--- config.mk ---
export PLATFORM = sky130hd
export DESIGN_NAME = simd_alu_pipelined_param
export DESIGN_NICKNAME = d
export VERILOG_FILES = /design/src/rtl/simd_alu_pkg.sv /design/src/rtl/simd_alu_pipelined_param_lane.sv /design/src/rtl/simd_alu_pipelined_param.sv
export SDC_FILE = /design/constraint.sdc
export NUM_CORES = 1
export LEC_CHECK = 0
export ABC_AREA = 1
export BUFFER_PORTS_ARGS = -buffer_cell sky130_fd_sc_hd__buf_2
export CAP_MARGIN = 20
export CELL_PAD_IN_SITES_DETAIL_PLACEMENT = 1
export CELL_PAD_IN_SITES_GLOBAL_PLACEMENT = 2
export CORE_ASPECT_RATIO = 0.5
export CORE_MARGIN = 4
export CORE_UTILIZATION = 30
export DETAILED_ROUTE_END_ITERATION = 6
export GPL_TIMING_DRIVEN = 0
export PLACE_DENSITY = 0.86
export RECOVER_POWER = 50
export SLEW_MARGIN = 25
export SYNTH_ARGS = -nofsm -noshare
export SYNTH_HDL_FRONTEND = slang
export SYNTH_SLANG_ARGS = --single-unit
--- constraint.sdc ---
create_clock -name clk -period 8.7 [get_ports clk]
set_input_delay 0.435 -clock clk [delete_from_list [all_inputs] [get_ports clk]]
set_output_delay 0.435 -clock clk [all_outputs]
set_load 0.02 [all_outputs]
--- src/rtl/simd_alu_pkg.sv ---
// simd_alu_pkg: shared types, field positions and helpers for the
// pipelined SIMD post-adder ALU and its lane slices.
package simd_alu_pkg;

    typedef enum logic [2:0] {
        OP_SUM,
        OP_XOR,
        OP_AND,
        OP_OR,
        OP_ILLEGAL
    } op_e;

    localparam int ALU_SEL_LO = 0;
    localparam int ALU_SEL_HI = 1;
    localparam int ALU_GRP_LO = 2;
    localparam int ALU_GRP_HI = 3;

    localparam int OPM_LOGIC_OR = 3;
    localparam int OPM_ZFB      = 4;

    // Carry injected into the Z combine at a group boundary; every arithmetic
    // form is expressed as (~)Z + T with an optional final inversion, so no +1.
    localparam logic ZCIN_CTRL = 1'b0;

    function automatic int lanes_per_group(input int k, input int lanes);
        return lanes >> k;
    endfunction

    function automatic op_e decode_op(input logic [3:0] alumode, input logic or_sel);
        op_e op;
        case (alumode[ALU_GRP_HI:ALU_GRP_LO])
            2'b00:   op = OP_SUM;
            2'b01:   op = OP_XOR;
            2'b11:   op = or_sel ? OP_OR : OP_AND;
            default: op = OP_ILLEGAL;
        endcase
        return op;
    endfunction

endpackage

--- src/rtl/simd_alu_pipelined_param_lane.sv ---
// simd_alu_lane: one LANE_W slice of the SIMD ALU. Purely combinational.
// T = W+X+Y+t_cin keeps a 2-bit carry; the Z combine keeps a 1-bit carry.
module simd_alu_lane
    import simd_alu_pkg::*;
#(
    parameter int LANE_W = 8
) (
    input  logic [LANE_W-1:0] w,
    input  logic [LANE_W-1:0] x,
    input  logic [LANE_W-1:0] y,
    input  logic [LANE_W-1:0] z,
    input  op_e               op,
    input  logic              z_inv,
    input  logic              s_inv,
    input  logic [1:0]        t_cin,
    input  logic              z_cin,
    output logic [LANE_W-1:0] s,
    output logic [1:0]        t_cout,
    output logic              z_cout
);

    logic [LANE_W+1:0] t_sum;
    logic [LANE_W-1:0] z_eff;
    logic [LANE_W:0]   z_sum;

    // Three-operand sum, then the (optionally inverted) Z combine and op select
    always_comb begin
        t_sum  = {2'b00, w} + {2'b00, x} + {2'b00, y} + {{LANE_W{1'b0}}, t_cin};
        t_cout = t_sum[LANE_W+1:LANE_W];
        z_eff  = z_inv ? ~z : z;
        z_sum  = {1'b0, z_eff} + {1'b0, t_sum[LANE_W-1:0]} + {{LANE_W{1'b0}}, z_cin};
        s      = '0;
        z_cout = 1'b0;
        case (op)
            OP_SUM: begin
                s      = s_inv ? ~z_sum[LANE_W-1:0] : z_sum[LANE_W-1:0];
                z_cout = z_sum[LANE_W];
            end
            OP_XOR:  s = x ^ z;
            OP_AND:  s = x & z;
            OP_OR:   s = x | z;
            default: s = '0;
        endcase
    end

endmodule

--- src/rtl/simd_alu_pipelined_param.sv ---
// simd_alu_pipelined_param: two-stage SIMD post-adder ALU with P feedback.
// Optional output pattern_det is built when SIMD_ALU_PATTERN_DETECT_EN is defined.
module simd_alu_pipelined_param
    import simd_alu_pkg::*;
#(
    parameter int LANE_W = 8,
    parameter int LANES  = 4,
    parameter int SIMD_W = 2,
    parameter logic [LANES*LANE_W-1:0] PATTERN = '0,
    parameter logic [LANES*LANE_W-1:0] PMASK   = '0
) (
    input  logic                    clk,
    input  logic                    reset,
    input  logic                    ce,
    input  logic                    in_valid,
    input  logic [3:0]              ALUMODE,
    input  logic [8:0]              OPMODE,
    input  logic [SIMD_W-1:0]       USE_SIMD,
    input  logic                    CIN,
    input  logic [LANES*LANE_W-1:0] W,
    input  logic [LANES*LANE_W-1:0] X,
    input  logic [LANES*LANE_W-1:0] Y,
    input  logic [LANES*LANE_W-1:0] Z,
`ifdef SIMD_ALU_PATTERN_DETECT_EN
    output logic                    pattern_det,
`endif
    output logic [LANES*LANE_W-1:0] P,
    output logic                    out_valid,
    output logic [LANES-1:0]        CARRYOUT,
    output logic                    mode_err
);

    localparam int DW         = LANES * LANE_W;
    localparam int LOG2_LANES = $clog2(LANES);

    logic [DW-1:0]     s1_w, s1_x, s1_y, s1_z;
    logic              s1_cin, s1_valid, s1_logic_or, s1_zfb;
    logic [3:0]        s1_alumode;
    logic [SIMD_W-1:0] s1_use_simd;

    int            k_int;
    int            grp;
    logic          k_err;
    op_e           op;
    logic          z_inv, s_inv, err_next;
    logic [DW-1:0] z_src, p_comb, p_next;
    logic [LANES-1:0] co_comb, co_next;
    logic          unused_bits;

    // Stage 1: operand and control capture
    always_ff @(posedge clk) begin
        if (reset) begin
            s1_w        <= '0;
            s1_x        <= '0;
            s1_y        <= '0;
            s1_z        <= '0;
            s1_cin      <= 1'b0;
            s1_alumode  <= '0;
            s1_logic_or <= 1'b0;
            s1_zfb      <= 1'b0;
            s1_use_simd <= '0;
            s1_valid    <= 1'b0;
        end else if (ce) begin
            s1_w        <= W;
            s1_x        <= X;
            s1_y        <= Y;
            s1_z        <= Z;
            s1_cin      <= CIN;
            s1_alumode  <= ALUMODE;
            s1_logic_or <= OPMODE[OPM_LOGIC_OR];
            s1_zfb      <= OPMODE[OPM_ZFB];
            s1_use_simd <= USE_SIMD;
            s1_valid    <= in_valid;
        end
    end

    // Decode op, partition size and Z source from the stage-1 registers
    always_comb begin
        k_int    = int'(s1_use_simd);
        k_err    = k_int > LOG2_LANES;
        grp      = lanes_per_group(k_int, LANES);
        op       = decode_op(s1_alumode, s1_logic_or);
        z_inv    = s1_alumode[ALU_SEL_LO];
        s_inv    = s1_alumode[ALU_SEL_HI];
        z_src    = s1_zfb ? P : s1_z;
        err_next = k_err || (op == OP_ILLEGAL);
        p_next   = err_next ? '0 : p_comb;
        co_next  = err_next ? '0 : co_comb;
    end

    for (genvar i = 0; i < LANES; i++) begin : g_lane
        logic [1:0]        t_cin, t_cout;
        logic              z_cin, z_cout;
        logic [LANE_W-1:0] s;

        if (i == 0) begin : g_lo
            assign t_cin = (k_int == 0) ? {1'b0, s1_cin} : 2'b00;
            assign z_cin = ZCIN_CTRL;
        end else begin : g_hi
            logic bnd;
            assign bnd   = k_err || ((i & (grp - 1)) == 0);
            assign t_cin = bnd ? 2'b00 : g_lane[i-1].t_cout;
            assign z_cin = bnd ? ZCIN_CTRL : g_lane[i-1].z_cout;
        end

        simd_alu_lane #(.LANE_W(LANE_W)) u_lane (
            .w      (s1_w[i*LANE_W +: LANE_W]),
            .x      (s1_x[i*LANE_W +: LANE_W]),
            .y      (s1_y[i*LANE_W +: LANE_W]),
            .z      (z_src[i*LANE_W +: LANE_W]),
            .op     (op),
            .z_inv  (z_inv),
            .s_inv  (s_inv),
            .t_cin  (t_cin),
            .z_cin  (z_cin),
            .s      (s),
            .t_cout (t_cout),
            .z_cout (z_cout)
        );

        assign p_comb[i*LANE_W +: LANE_W] = s;
        assign co_comb[i]                 = z_cout;
    end

    // Stage 2: result registers; bubbles hold P and CARRYOUT
    always_ff @(posedge clk) begin
        if (reset) begin
            P         <= '0;
            CARRYOUT  <= '0;
            mode_err  <= 1'b0;
            out_valid <= 1'b0;
        end else if (ce) begin
            out_valid <= s1_valid;
            if (s1_valid) begin
                P        <= p_next;
                CARRYOUT <= co_next;
                mode_err <= err_next;
            end else begin
                mode_err <= 1'b0;
            end
        end
    end

`ifdef SIMD_ALU_PATTERN_DETECT_EN
    // Pattern match on the result being registered, masked by PMASK
    always_ff @(posedge clk) begin
        if (reset) begin
            pattern_det <= 1'b0;
        end else if (ce) begin
            pattern_det <= s1_valid && (((p_next ^ PATTERN) & ~PMASK) == '0);
        end
    end

    assign unused_bits = ^{OPMODE[8:5], OPMODE[2:0], g_lane[LANES-1].t_cout};
`else
    assign unused_bits = ^{OPMODE[8:5], OPMODE[2:0], g_lane[LANES-1].t_cout, PATTERN, PMASK};
`endif

endmodule

# [Word-level counts from Yosys, hierarchy flattened]
# Index checks and enable logic that the tools add are counted.
[op_classes] n_bitwise=20 shift=1 addsub=20 n_mux=29 n_eq_ne=6 n_lt_le_gt_ge=1 reduce_logical=11
[ops] cell="zero test 32 bit" n=4
[ops] cell="one-hot mux 8 bit (4 select lines)" n=4
[ops] cell="two-way mux 32 bit" n=2
[ops] cell="two-way mux 8 bit" n=8
[ops] cell="NOT 8 bit" n=8
[ops] cell="adder 8 x 8 -> 9 bit" n=7
[ops] cell="AND 8 bit" n=4
[ops] cell="OR 8 bit" n=4
[ops] cell="XOR 8 bit" n=4
[ops] cell="adder 10 x 8 -> 10 bit" n=3
[ops] cell="adder 9 x 1 -> 9 bit" n=3
[ops] cell="adder 10 x 2 -> 10 bit" n=2
[ops] cell="adder 8 bit" n=2
[ops] cell="adder 10 x 1 -> 10 bit" n=1
[ops] cell="two-way mux 1 bit" n=10
[ops] cell="one-hot mux 3 bit (3 select lines)" n=1
[ops] cell="adder 8 x 2 -> 8 bit" n=1
[ops] cell="equality test 3 x 2 -> 1 bit, second input constant" n=2
[ops] cell="two-way mux 2 bit" n=3
[ops] cell="logical OR 1 bit" n=4
[ops] cell="two-way mux 4 bit" n=1
[ops] cell="equality test 3 x 1 -> 1 bit, second input constant" n=1
[ops] cell="equality test 3 bit, second input constant" n=1
[ops] cell="zero test 3 bit" n=1
[ops] cell="7 further kinds" n=7
[totals] register_bits=176

# [Longest topological paths before layout]
# Gate-level depths: netlist (run 1).
[depth] depth_word=18 mapped_depth=51 ltp_nobuf=51

# [Hierarchy]
# From an unflattened synthesis (run 1), not the netlist that was laid out.
[hier_totals] cells_unflattened=1914 area_unflattened_um2=13462.9
[by_module_without_submodules] mod="simd_alu_pipelined_param" cells_per_inst=932 n_inst=1 area_each_um2=6734.0 seq_area_each_um2=3523.4
[by_module_without_submodules] mod="simd_alu_lane at g_lane[3].u_lane" cells_per_inst=245 n_inst=1 area_each_um2=1691.6 seq_area_each_um2=0.0
[by_module_without_submodules] mod="simd_alu_lane at g_lane[0].u_lane" cells_per_inst=247 n_inst=1 area_each_um2=1685.4 seq_area_each_um2=0.0
[by_module_without_submodules] mod="simd_alu_lane at g_lane[1].u_lane" cells_per_inst=248 n_inst=1 area_each_um2=1684.1 seq_area_each_um2=0.0
[by_module_without_submodules] mod="simd_alu_lane at g_lane[2].u_lane" cells_per_inst=242 n_inst=1 area_each_um2=1667.8 seq_area_each_um2=0.0

# [Worst setup path after synthesis (run 1)]
# Ideal clock, no wire load.
[synth_path] path_type="register to register" startpoint="register s1_x[0]" endpoint="register P[30]" path_buffers=0 arrival_time_ns=8.013 setup_ns=0.132 setup_slack_ns=0.554 stages_incl_launch_ff=45 cell_sequence="dfxtp_1 -> ha_1 -> inv_1 -> fa_1 -> o21ai_0 -> xor2_1 -> inv_1 -> ha_1 -> a21oi_1 -> o311ai_0 -> a21oi_1 -> nor3_1 -> fa_1 -> ha_1 -> fa_1 -> nand3_1 -> nand2_1 -> nand4_1 -> [... 9 more ...] -> ha_1 -> inv_1 -> fa_1 -> o21ai_0 -> xor2_1 -> inv_1 -> ha_1 -> nand2_1 -> nor2_1 -> nand2_1 -> nand3_1 -> nand2_1 -> nand2_1 -> nand2_1 -> nand3_1 -> nand2_1 -> nand2_1 -> a21oi_1"
[synth_between] elab_chain_len=17
[synth_rtl] element="start, declared" line_no="simd_alu_pipelined_param.sv:36" text="logic [DW-1:0] s1_w, s1_x, s1_y, s1_z;"
[synth_rtl] element="start signal, assigned" line_no="simd_alu_pipelined_param.sv:54" text="s1_x <= '0;"
[synth_rtl] element="start signal, assigned" line_no="simd_alu_pipelined_param.sv:65" text="s1_x <= X;"
[synth_rtl] element="adder 8 x 8 -> 9 bit (*)" line_no="simd_alu_pipelined_param_lane.sv:28" text="t_sum = {2'b00, w} + {2'b00, x} + {2'b00, y} + {{LANE_W{1'b0}}, t_cin};"
[synth_rtl] element="adder 10 x 8 -> 10 bit (*)" line_no="simd_alu_pipelined_param_lane.sv:28"
[synth_rtl] element="adder 10 x 1 -> 10 bit (*)" line_no="simd_alu_pipelined_param_lane.sv:28"
[synth_rtl] element="two-way mux 2 bit / adder 8 x 8 -> 9 bit (equally long branches)" line_no="simd_alu_pipelined_param.sv:102, simd_alu_pipelined_param_lane.sv:31"
[synth_rtl] element="adder 10 x 2 -> 10 bit / two-way mux 1 bit (equally long branches)" line_no="simd_alu_pipelined_param_lane.sv:28, simd_alu_pipelined_param_lane.sv:34"
[synth_rtl] element="adder 8 x 8 -> 9 bit / two-way mux 1 bit (equally long branches)" line_no="simd_alu_pipelined_param_lane.sv:31, simd_alu_pipelined_param.sv:103"
[synth_rtl] element="adder 9 x 1 -> 9 bit" line_no="simd_alu_pipelined_param_lane.sv:31" text="z_sum = {1'b0, z_eff} + {1'b0, t_sum[LANE_W-1:0]} + {{LANE_W{1'b0}}, z_cin};"
[synth_rtl] element="two-way mux 1 bit" line_no="simd_alu_pipelined_param_lane.sv:34" text="case (op)"
[synth_rtl] element="two-way mux 1 bit" line_no="simd_alu_pipelined_param.sv:103" text="assign z_cin = bnd ? ZCIN_CTRL : g_lane[i-1].z_cout;"
[synth_rtl] element="adder 9 x 1 -> 9 bit" line_no="simd_alu_pipelined_param_lane.sv:31"
[synth_rtl] element="two-way mux 1 bit" line_no="simd_alu_pipelined_param_lane.sv:34"
[synth_rtl] element="two-way mux 1 bit" line_no="simd_alu_pipelined_param.sv:103"
[synth_rtl] element="adder 9 x 1 -> 9 bit (*)" line_no="simd_alu_pipelined_param_lane.sv:31"
[synth_rtl] element="NOT 8 bit" line_no="simd_alu_pipelined_param_lane.sv:36" text="s = s_inv ? ~z_sum[LANE_W-1:0] : z_sum[LANE_W-1:0];"
[synth_rtl] element="two-way mux 8 bit (*)" line_no="simd_alu_pipelined_param_lane.sv:36"
[synth_rtl] element="one-hot mux 8 bit (4 select lines) (*)" line_no="simd_alu_pipelined_param_lane.sv:34"
[synth_rtl] element="two-way mux 32 bit (*)" line_no="simd_alu_pipelined_param.sv:87" text="p_next = err_next ? '0 : p_comb;"
[synth_rtl] element="end signal, assigned" line_no="simd_alu_pipelined_param.sv:135" text="P <= p_next;"
[synth_rtl] element="end, declared" line_no="simd_alu_pipelined_param.sv:27" text="output logic [LANES*LANE_W-1:0] P,"
# Mark *: on every way between the ends. The rest lies on a longest branch, timed or not.
# A chain may end at the register's enable or synchronous reset.

# [Worst setup path after layout (run 1)]
[layout_path] startpoint="register s1_w[0]" endpoint="register P[30]"
[layout_between] elab_chain_len=17
[layout_rtl] element="start, declared" line_no="simd_alu_pipelined_param.sv:36"
[layout_rtl] element="start signal, assigned" line_no="simd_alu_pipelined_param.sv:53" text="s1_w <= '0;"
[layout_rtl] element="start signal, assigned" line_no="simd_alu_pipelined_param.sv:64" text="s1_w <= W;"
[layout_rtl] element="adder 8 x 8 -> 9 bit (*)" line_no="simd_alu_pipelined_param_lane.sv:28"
[layout_rtl] element="adder 10 x 8 -> 10 bit (*)" line_no="simd_alu_pipelined_param_lane.sv:28"
[layout_rtl] element="adder 10 x 1 -> 10 bit (*)" line_no="simd_alu_pipelined_param_lane.sv:28"
[layout_rtl] element="two-way mux 2 bit / adder 8 x 8 -> 9 bit (equally long branches)" line_no="simd_alu_pipelined_param.sv:102, simd_alu_pipelined_param_lane.sv:31"
[layout_rtl] element="adder 10 x 2 -> 10 bit / two-way mux 1 bit (equally long branches)" line_no="simd_alu_pipelined_param_lane.sv:28, simd_alu_pipelined_param_lane.sv:34"
[layout_rtl] element="adder 8 x 8 -> 9 bit / two-way mux 1 bit (equally long branches)" line_no="simd_alu_pipelined_param_lane.sv:31, simd_alu_pipelined_param.sv:103"
[layout_rtl] element="adder 9 x 1 -> 9 bit" line_no="simd_alu_pipelined_param_lane.sv:31"
[layout_rtl] element="two-way mux 1 bit" line_no="simd_alu_pipelined_param_lane.sv:34"
[layout_rtl] element="two-way mux 1 bit" line_no="simd_alu_pipelined_param.sv:103"
[layout_rtl] element="adder 9 x 1 -> 9 bit" line_no="simd_alu_pipelined_param_lane.sv:31"
[layout_rtl] element="two-way mux 1 bit" line_no="simd_alu_pipelined_param_lane.sv:34"
[layout_rtl] element="two-way mux 1 bit" line_no="simd_alu_pipelined_param.sv:103"
[layout_rtl] element="adder 9 x 1 -> 9 bit (*)" line_no="simd_alu_pipelined_param_lane.sv:31"
[layout_rtl] element="NOT 8 bit" line_no="simd_alu_pipelined_param_lane.sv:36"
[layout_rtl] element="two-way mux 8 bit (*)" line_no="simd_alu_pipelined_param_lane.sv:36"
[layout_rtl] element="one-hot mux 8 bit (4 select lines) (*)" line_no="simd_alu_pipelined_param_lane.sv:34"
[layout_rtl] element="two-way mux 32 bit (*)" line_no="simd_alu_pipelined_param.sv:87"
# Marks and branches as above.

==> results.py, run 1 <==
metrics = {
    "die": {
        "ios": 186,
        "core-area_um2": 42000,
        "die_width_um": 299,
        "die_area_um2": 46000,
        "start_util_pct": 30.3,
        "die_h_um": 154,
        "rows": 53,
    },
    "logic_synthesis": {
        "syn_avg_cell_area_um2": 7.35,
        "ys_seq_area_share_pct": 27.7,
        "synthTopCellsByArea": "dfxtp_1, ha_1, o21ai_0, nor2_1, inv_1",
        "synth.distinct_cells": 44,
        "syn_nets": 2072,
        "synthArstFlopShare_pct": 0,
        "synth_largest_area_cell": "dfxtp_1",
        "synth_top_area_share_pct": 27.7,
        "synth-seq-cells": 176,
        "synthCells": 1733,
        "synth_edf_count": 0,
        "yosysWarningCount": 0,
        "synth_top_flop_cell": "dfxtp_1",
        "synth.cell_area_um2": 12700,
    },
    "grt": {
        "grtUsageTotal_pct": 21.3,
        "gr-total-overflow": 0,
        "grt_max_degree": 18,
        "grt_pass1_wl_um": 74800,
        "antenna_found_initial": 2,
        "grt_pass1_vias": 12800,
    },
    "clocking": {
        "cts_max_level": 4,
        "cts_sinks": 176,
        "cts_buffers": 17,
        "cts_tree": "done",
        "cts_root_buffer": "clkbuf_16",
        "ctsHoldBuffers": 0,
        "clockBufferDepth": 2,
        "clk_latency_ns": 0.47,
        "clk_pin_slew_ns": 0.08,
    },
    "worst_setup_path": {
        "start_kind": "flip-flop",
        "slowest_stage": "fa_1",
        "cp.required_ns": 9.02,
        "cp.arrival_ns": 8.64,
        "crit_fanout": 4,
        "slowest_delay_ns": 0.54,
        "reg2reg_depth": 45,
        "end_kind": "flip-flop",
        "critical_path_class": "reg2reg",
        "r2r_setup_slack_ns": 0.38,
        "cpMostUsedCell": "nand2_1",
    },
    "finish": {
        "multi_input_area_um2": 8270,
        "nFillCells": 5288,
        "syn2layout_area_growth_pct": 19.8,
        "seq_area_um2": 3540,
        "mostFrequentLayoutCell": "o21ai_0",
        "layout_common_cells": "o21ai_0, nor2_1, inv_1",
        "finish.utilization_pct": 36.3,
        "stdcell_count": 2535,
        "drive_above_1_share_pct": 14.4,
        "nets": 2282,
    },
    "status": {
        "status": "complete, no violations",
    },
    "placed_design": {
        "portBuffers": 176,
        "placed_cells": 2486,
        "dpl.hpwl_um": 39300,
        "gp_congestion": 0.886,
    },
    "power_and_ir_drop": {
        "ir_worst_vdd_mv": 0.168,
        "leakagePower_nw": 7.17,
        "p_per_area_nw_per_um2": 201,
    },
    "worst_hold_path": {
        "hold_path_depth": 3,
        "hold_class": "in2reg",
    },
    "timing": {
        "clock_skew_ns": 0.0125,
        "worstMarginPinSlew_ns": 0.927,
        "hold_viol_final": 0,
        "drv_slew": 0,
        "period_share_pct": 95.6,
        "holdWs_ns": 0.186,
        "finalSetupViolCount": 0,
        "post-route-min-period_ns": 8.32,
        "max_clock_freq_mhz": 120,
        "slew_headroom_pct": 38.2,
    },
    "detailed_routing": {
        "postRouteWirelength_um": 49900,
        "vias": 12500,
        "drt_iter0_drc": 720,
        "routedWlPerCell_um": 19.7,
        "ant_nets": 0,
        "vias_per_cell": 4.92,
        "remaining_drc_errors": 0,
        "firstDrtPassIters": 5,
    },
    "flow_run": {
        "drv_cap": 0,
    },
}
[area by class of cell]
type / instances / area share, %
tap: 577 / 4.73
clock buffer: 19 / 2.84
timing repair buffer: 191 / 6.20
sequential: 176 / 23.2
buffer: 79 / 2.37
inverter: 225 / 5.54
antenna: 2 / 0.0328
clock inverter: 13 / 0.943
multi-input combinational: 1253 / 54.2
[Yosys cell counts (7+ instances only)]
master and count:
ha_1 164, o211ai_1 7, dfxtp_1 176, buf_2 32, inv_1 219, o21ai_0 241
nand3_1 44, nor2_1 229, a21oi_1 150, fa_1 27, clkbuf_1 37, nand2_1 196
a2bb2oi_1 8, xor2_1 86, buf_4 7, nand4_1 13, xnor2_1 27
[flip-flops by register name (all words and copies together) (netlist names)]
| signal | flops |
|---|---|
| s1_valid | 1 |
| s1_zfb | 1 |
| CARRYOUT | 4 |
| mode_err | 1 |
| s1_y | 32 |
| s1_x | 32 |
| s1_w | 32 |
| s1_use_simd | 2 |
| s1_z | 32 |
| out_valid | 1 |
| s1_cin | 1 |
| s1_logic_or | 1 |
| P | 32 |
| s1_alumode | 4 |
[report_power, final]
| part | internal, mW | total [mW] | switching (mW) |
|---|---|---|---|
| sequential | 0.862 | 0.918 | 0.0557 |
| combinational | 0.535 | 1.34 | 0.800 |
| clock | 0.408 | 0.810 | 0.402 |
[path summary, 6_finish.rpt]
check | from | endpoint
worst max-delay path | s1_w[0] | P[30]
worst min-delay path | W[18] | s1_w[18]
worst max register to register | s1_w[0] | P[30]
worst min register to register | s1_cin | s1_cin
[through the flow]
step	setup TNS, ns	instance area (um^2)	total power, mW	setup WS (ns)
6_report	0	15300	3.06	0.382
5_1_grt	-0.0408	15300	3.28	-0.0408
4_1_cts	0	15000	3.00	0.0437
3_5_place_dp	-7.55	14300	2.17	-1.12
3_3_place_gp	-6.81	14300	2.13	-0.997
2_1_floorplan	0	12700	1.82	0.554
[worst max-delay path, delay by kind of cell (launching register included)]
| family | cells | cell delay [ns] |
|---|---|---|
| xor gates and xnor gates | 2 | 0.33 |
| AOI/OAI and AO/OA | 8 | 1.14 |
| adders and majority gates | 13 | 4.40 |
| and+or+nand+nor | 17 | 1.55 |
| buffers and inverters | 5 | 0.37 |
| DFF | 1 | 0.38 |
[cells by family (layout without fill, tap and decap cells)]
logic type	count (synthesis)	after routing	synth area share, %
AND/OR/NAND/NOR	503	503	16.0
AO/OA/AOI/OAI	446	446	18.6
buffers and inverters	304	527	9.62
adder cells (fa/ha/maj)	191	191	20.4
flip-flops	176	176	27.7
XOR/XNOR	113	113	7.77
other	0	2	0
[routing by layer]
metal  vias up  track usage, %  part of all wire, %
met5         -               0                    0
met4         0            5.23                  1.9
met3        52            3.23                  4.5
met2       235            36.7                   48
met1      6109            28.2                   46
li1       6077               -                    -
[timing repair]
| action | CTS | global route |
|---|---|---|
| endpoints found under the setup margin | 9 | 9 |
| pin swaps | 5 | 37 |
| buffers inserted | 2 | 13 |
| resized for setup | 22 | 47 |
Power figures use the tool's default switching activity.
==> run 2: changes to the inputs <==
- CORE_UTILIZATION: 30 -> 36
- GPL_TIMING_DRIVEN: 0 -> not set
- PLACE_DENSITY: 0.86 -> 0.95
- clock period: 8.7 -> 10 ns (I/O delays scaled with it)
==> results.py, run 2 (synthesis gave the netlist of run 1 again) <==
metrics = {
    "status": {
        "status": "finished with violations",
        "violations": "max-capacitance violations, max-slew violations",
    },
    "power_and_ir_drop": {
        "clkPwrFrac_pct": 26.5,
        "p_switching_uw": 981,
        "combPwrFrac_pct": 41.7,
        "p_per_area_nw_per_um2": 173,
        "ir_worst_vdd_mv": 0.113,
        "leakagePower_nw": 6.91,
        "swShare_pct": 39.3,
        "pwr-share-seq_pct": 31.8,
        "internal_power_mw": 1.51,
    },
    "clocking": {
        "ctsHoldBuffers": 0,
        "cts_buffers": 17,
        "clk_latency_ns": 0.45,
        "cts_sinks": 176,
        "clk_pin_slew_ns": 0.07,
        "cts_root_buffer": "clkbuf_16",
        "cts_max_level": 4,
        "clockBufferDepth": 2,
        "cts_tree": "done",
        "post_cts_buffers": 0,
    },
    "die": {
        "die_h_um": 141,
        "die_area_um2": 38600,
        "start_util_pct": 36.7,
        "die_width_um": 274,
        "core-area_um2": 34700,
        "rows": 48,
        "ios": 186,
    },
    "grt": {
        "grt_pass1_vias": 12300,
        "antenna_found_initial": 1,
        "grt_pass1_wl_um": 65400,
        "gr-total-overflow": 0,
        "grt_max_degree": 96,
        "grtUsageTotal_pct": 21.5,
    },
    "worst_setup_path": {
        "cpMostUsedCell": "nand2_1",
        "critical_path_class": "reg2reg",
        "cp.arrival_ns": 9.49,
        "slowest_delay_ns": 0.52,
        "end_kind": "flip-flop",
        "start_kind": "flip-flop",
        "r2r_setup_slack_ns": 0.81,
        "cp.required_ns": 10.30,
        "crit_fanout": 4,
        "slowest_stage": "fa_1",
    },
    "timing": {
        "max_clock_freq_mhz": 109,
        "period_share_pct": 91.9,
        "clock_skew_ns": 0.0100,
        "post-route-min-period_ns": 9.19,
        "fin_ws_ns": 0.808,
        "holdWs_ns": 0.270,
        "worstMarginPinSlew_ns": 3.76,
        "drv_slew": 252,
        "slew_headroom_pct": -151,
        "finalSetupViolCount": 0,
        "fin_setup_tns_ns": 0,
        "grt_setup_unrepaired": "false",
        "hold_viol_final": 0,
    },
    "flow_run": {
        "drv_cap": 3,
    },
    "placed_design": {
        "gp_congestion": 0.830,
        "portBuffers": 178,
        "dpl.hpwl_um": 30400,
        "pre_cts_ws_ns": 0.556,
    },
    "detailed_routing": {
        "wl_met1_um": 19500,
        "ant_nets": 0,
        "drt_iter0_drc": 528,
        "firstDrtPassIters": 4,
        "remaining_drc_errors": 0,
        "vias_per_cell": 5.04,
        "routedWlPerCell_um": 17.7,
        "postRouteWirelength_um": 41600,
        "dr_wl_met2_um": 19800,
        "vias": 11800,
        "met3_length_um": 1110,
        "top_layer": "met5",
    },
    "finish": {
        "seq_area_um2": 3520,
        "layout_common_cells": "o21ai_0, nor2_1, inv_1",
        "nFillCells": 4430,
        "multi_input_area_um2": 8000,
        "syn2layout_area_growth_pct": 13.2,
        "mostFrequentLayoutCell": "o21ai_0",
        "nets": 2200,
        "drive_above_1_share_pct": 10.3,
        "antennaDiodeCount": 0,
    },
    "worst_hold_path": {
        "hold_class": "in2reg",
    },
}
[run 2: timing repair]
action | 4_1_cts | 5_1_grt
endpoints found under the hold margin | 0 | 0
endpoints found under the setup margin | 0 | 4
gates resized for setup | 0 | 4
[run 2: final timing paths]
kind / depth (start not counted) / from / endpoint
worst min register to register: 2 / out_valid / out_valid
worst min-delay path: 3 / Z[27] / s1_z[27]
worst max-delay path: 47 / s1_x[0] / P[30]
worst max register to register: 47 / s1_x[0] / P[30]
[run 2: worst max-delay path, delay by kind of cell, from the launching register on]
family,cells,cell delay (ns)
compound gates,8,1.20
simple gates,19,1.94
fa+ha+maj,13,4.75
flops,1,0.46
buf+inv,5,0.34
xor+xnor,2,0.32
[run 2: layout make-up]
type	count	area share, %
clock buffer	22	3.15
multi-input combinational	1253	55.5
timing repair buffer	188	6.31
tap	475	4.12
sequential	176	24.4
inverter	225	5.88
clock inverter	9	0.590
[run 2: power groups by stage]
stage               sequential [mW]  combinational [mW]  clock [mW]
floorplan                     0.805               0.776           0
global placement              0.808               0.999           0
detailed placement            0.809                1.03           0
CTS                           0.793                1.04       0.675
global route                  0.800                1.19       0.701
finish                        0.794                1.04       0.662
[run 2: metrics by stage]
step | instance area, um^2 | cells | total power [mW] | utilization (%)
after floorplan | 12700 | 1733 | 1.58 | -
after global placement | 13900 | 2317 | 1.81 | 40.2
after detailed placement | 13900 | 2317 | 1.84 | 40.2
after CTS | 14500 | 2348 | 2.51 | 41.7
after global routing | 14400 | 2348 | 2.70 | 41.6
final | 14400 | 2348 | 2.49 | 41.6
[run 2: metal layers]
metal | global-route usage, % | vias up
met3 | 3.20 | 56
met5 | 0 | -
met1 | 27.5 | 5725
li1 | - | 5902
met2 | 37.7 | 152
met4 | 6.22 | 2
==> run 3: changes to the inputs <==
- ABC_AREA: 1 -> not set
- CORE_UTILIZATION: 36 -> 39
==> results.py, run 3 <==
metrics = {
    "power_and_ir_drop": {
        "leakagePower_nw": 7.09,
        "total_power_mw": 2.19,
        "internal_power_mw": 1.41,
        "ir_worst_vdd_mv": 0.133,
        "p_per_area_nw_per_um2": 149,
        "clkPwrFrac_pct": 29.7,
        "pwr-share-seq_pct": 36.0,
        "swShare_pct": 35.6,
        "p_switching_uw": 778,
        "combPwrFrac_pct": 34.3,
    },
    "placed_design": {
        "gp_congestion": 0.819,
        "pre_cts_ws_ns": 0.292,
        "placed_cells": 1981,
        "portBuffers": 178,
        "dpl.hpwl_um": 27900,
        "place_area_um2": 14100,
    },
    "timing": {
        "grt_setup_unrepaired": "false",
        "drv_slew": 147,
        "finalSetupViolCount": 0,
        "hold_viol_final": 0,
        "worstMarginPinSlew_ns": 3.67,
        "clock_skew_ns": 0.0107,
        "slew_headroom_pct": -144,
        "post-route-min-period_ns": 9.30,
        "max_clock_freq_mhz": 107,
        "fin_setup_tns_ns": 0,
        "fin_ws_ns": 0.697,
        "period_share_pct": 93.0,
    },
    "die": {
        "rows": 46,
        "die_h_um": 137,
        "start_util_pct": 40.2,
        "die_area_um2": 36200,
        "ios": 186,
        "core-area_um2": 32100,
        "die_width_um": 265,
    },
    "detailed_routing": {
        "routedWlPerCell_um": 18.7,
        "drt_iter0_drc": 441,
        "vias_per_cell": 5.30,
        "firstDrtPassIters": 5,
        "ant_nets": 0,
        "vias": 10700,
        "postRouteWirelength_um": 37700,
        "remaining_drc_errors": 0,
    },
    "worst_setup_path": {
        "r2r-end": "P[31]",
        "crit_start": "s1_x[1]",
        "start_kind": "flip-flop",
        "cp.required_ns": 10.35,
        "slowest_delay_ns": 0.49,
        "timing.rr.start": "s1_x[1]",
        "cp.arrival_ns": 9.66,
        "cpMostUsedCell": "ha_1",
        "slowest_stage": "fa_1",
        "reg2reg_depth": 40,
        "r2r_setup_slack_ns": 0.70,
        "end_kind": "flip-flop",
        "critical_path_class": "reg2reg",
        "crit_fanout": 5,
    },
    "logic_synthesis": {
        "synth_top_flop_cell": "dfxtp_1",
        "synthTopCellsByArea": "dfxtp_1, ha_1, mux2i_1, xnor2_1, nor2_1",
        "synthCells": 1425,
        "synth_largest_area_cell": "dfxtp_1",
        "ys_top_cells_by_count": "nor2_1, mux2i_1, dfxtp_1",
        "yosysWarningCount": 0,
        "syn_nets": 1764,
        "synth.cell_area_um2": 12900,
        "yosysMostFrequentCell": "nor2_1",
        "synth.distinct_cells": 60,
        "syn_avg_cell_area_um2": 9.05,
        "synth_edf_count": 0,
        "synthArstFlopShare_pct": 0,
        "synth-seq-cells": 176,
        "ys_seq_area_share_pct": 27.3,
        "synth_top_area_share_pct": 27.3,
    },
    "clocking": {
        "post_cts_buffers": 0,
        "cts_root_buffer": "clkbuf_16",
        "clk_pin_slew_ns": 0.07,
        "cts_tree": "done",
        "clk_latency_ns": 0.47,
        "cts_max_level": 4,
        "clockBufferDepth": 2,
        "cts_buffers": 17,
        "cts_sinks": 176,
    },
    "worst_hold_path": {
        "hold_end": "s1_x[3]",
        "hold_start": "X[3]",
        "hold_path_depth": 3,
        "hold_class": "in2reg",
    },
    "finish": {
        "fin_area_um2": 14600,
        "nets": 1907,
        "stdcell_count": 2013,
        "antennaDiodeCount": 0,
        "drive_above_1_share_pct": 13.6,
        "mostFrequentLayoutCell": "nor2_1",
        "nFillCells": 3804,
        "layout_common_cells": "nor2_1, mux2i_1, dfxtp_1",
        "syn2layout_area_growth_pct": 13.6,
    },
    "grt": {
        "grtUsageTotal_pct": 20.9,
        "grt_pass1_wl_um": 59800,
        "antenna_found_initial": 1,
        "gr-total-overflow": 0,
        "grt_max_degree": 77,
        "grt_pass1_vias": 11100,
    },
    "flow_run": {
        "drv_cap": 3,
    },
    "status": {
        "status": "finished with violations",
        "violations": "max-capacitance violations, max-slew violations",
    },
}
## run 3: final cells by class
class,instances,area (um^2),area share [%]
sequential,176,3530,24.1
multi-input combinational,1074,8710,59.5
tap,432,541,3.69
inverter,110,413,2.82
clock buffer,21,450,3.08
timing repair buffer,189,920,6.28
clock inverter,11,82.6,0.564
## run 3: timing repair
action / in CTS / in global routing
setup endpoints to repair: 0 / 7
gates resized for setup: 0 / 12
hold buffers: 0 / 0
## run 3: how the worst max path moves through the flow
stage            end  slack [ns]
2_1_floorplan  P[31]        1.51
3_3_place_gp   P[31]        0.47
3_5_place_dp   P[31]        0.29
4_1_cts        P[31]        0.22
5_1_grt        P[31]        0.03
6_report       P[31]        0.70
## run 3: power groups by stage
| stage | Clock [mW] | Combinational, mW | Sequential, mW |
|---|---|---|---|
| 3_3_place_gp | 0 | 0.706 | 0.802 |
| 4_1_cts | 0.661 | 0.745 | 0.788 |
| 2_1_floorplan | 0 | 0.557 | 0.791 |
| 5_1_grt | 0.687 | 0.837 | 0.794 |
| 6_report | 0.649 | 0.751 | 0.788 |
| 3_5_place_dp | 0 | 0.732 | 0.804 |
## run 3: routing by layer
layer	vias to the layer above	GRT usage [%]	routed length, um
met1	5272	26.9	17600
met4	0	5.63	695
li1	5213	-	-
met2	145	37.1	18400
met5	-	0	0
met3	38	3.11	962
## run 3: critical path, delay by kind of cell (launching register included)
family	cells	cell delay [ns]
DFF	1	0.43
and+or+nand+nor	9	1.37
buffers and inverters	1	0.06
xor gates and xnor gates	2	0.25
adders and majority gates	12	4.11
AOI/OAI and AO/OA	16	2.96
## run 3: cell families (layout without fill, tap and decap cells)
| group | after synthesis | after routing | share of synthesized area (%) |
|---|---|---|---|
| AOI/OAI and AO/OA | 246 | 246 | 12.9 |
| and+or+nand+nor | 318 | 318 | 10.5 |
| muxes | 196 | 196 | 15.3 |
| DFF | 176 | 176 | 27.3 |
| buffers and inverters | 175 | 331 | 5.52 |
| xor gates and xnor gates | 123 | 123 | 8.35 |
| adders and majority gates | 191 | 191 | 20.1 |
## run 3: through the flow
stage	util, %	hold WS (ns)
after global routing	45.6	0.270
after CTS	45.7	0.254
after global placement	44.0	0.434
final	45.6	0.265
after floorplan	-	0.452
after detailed placement	44.0	0.442
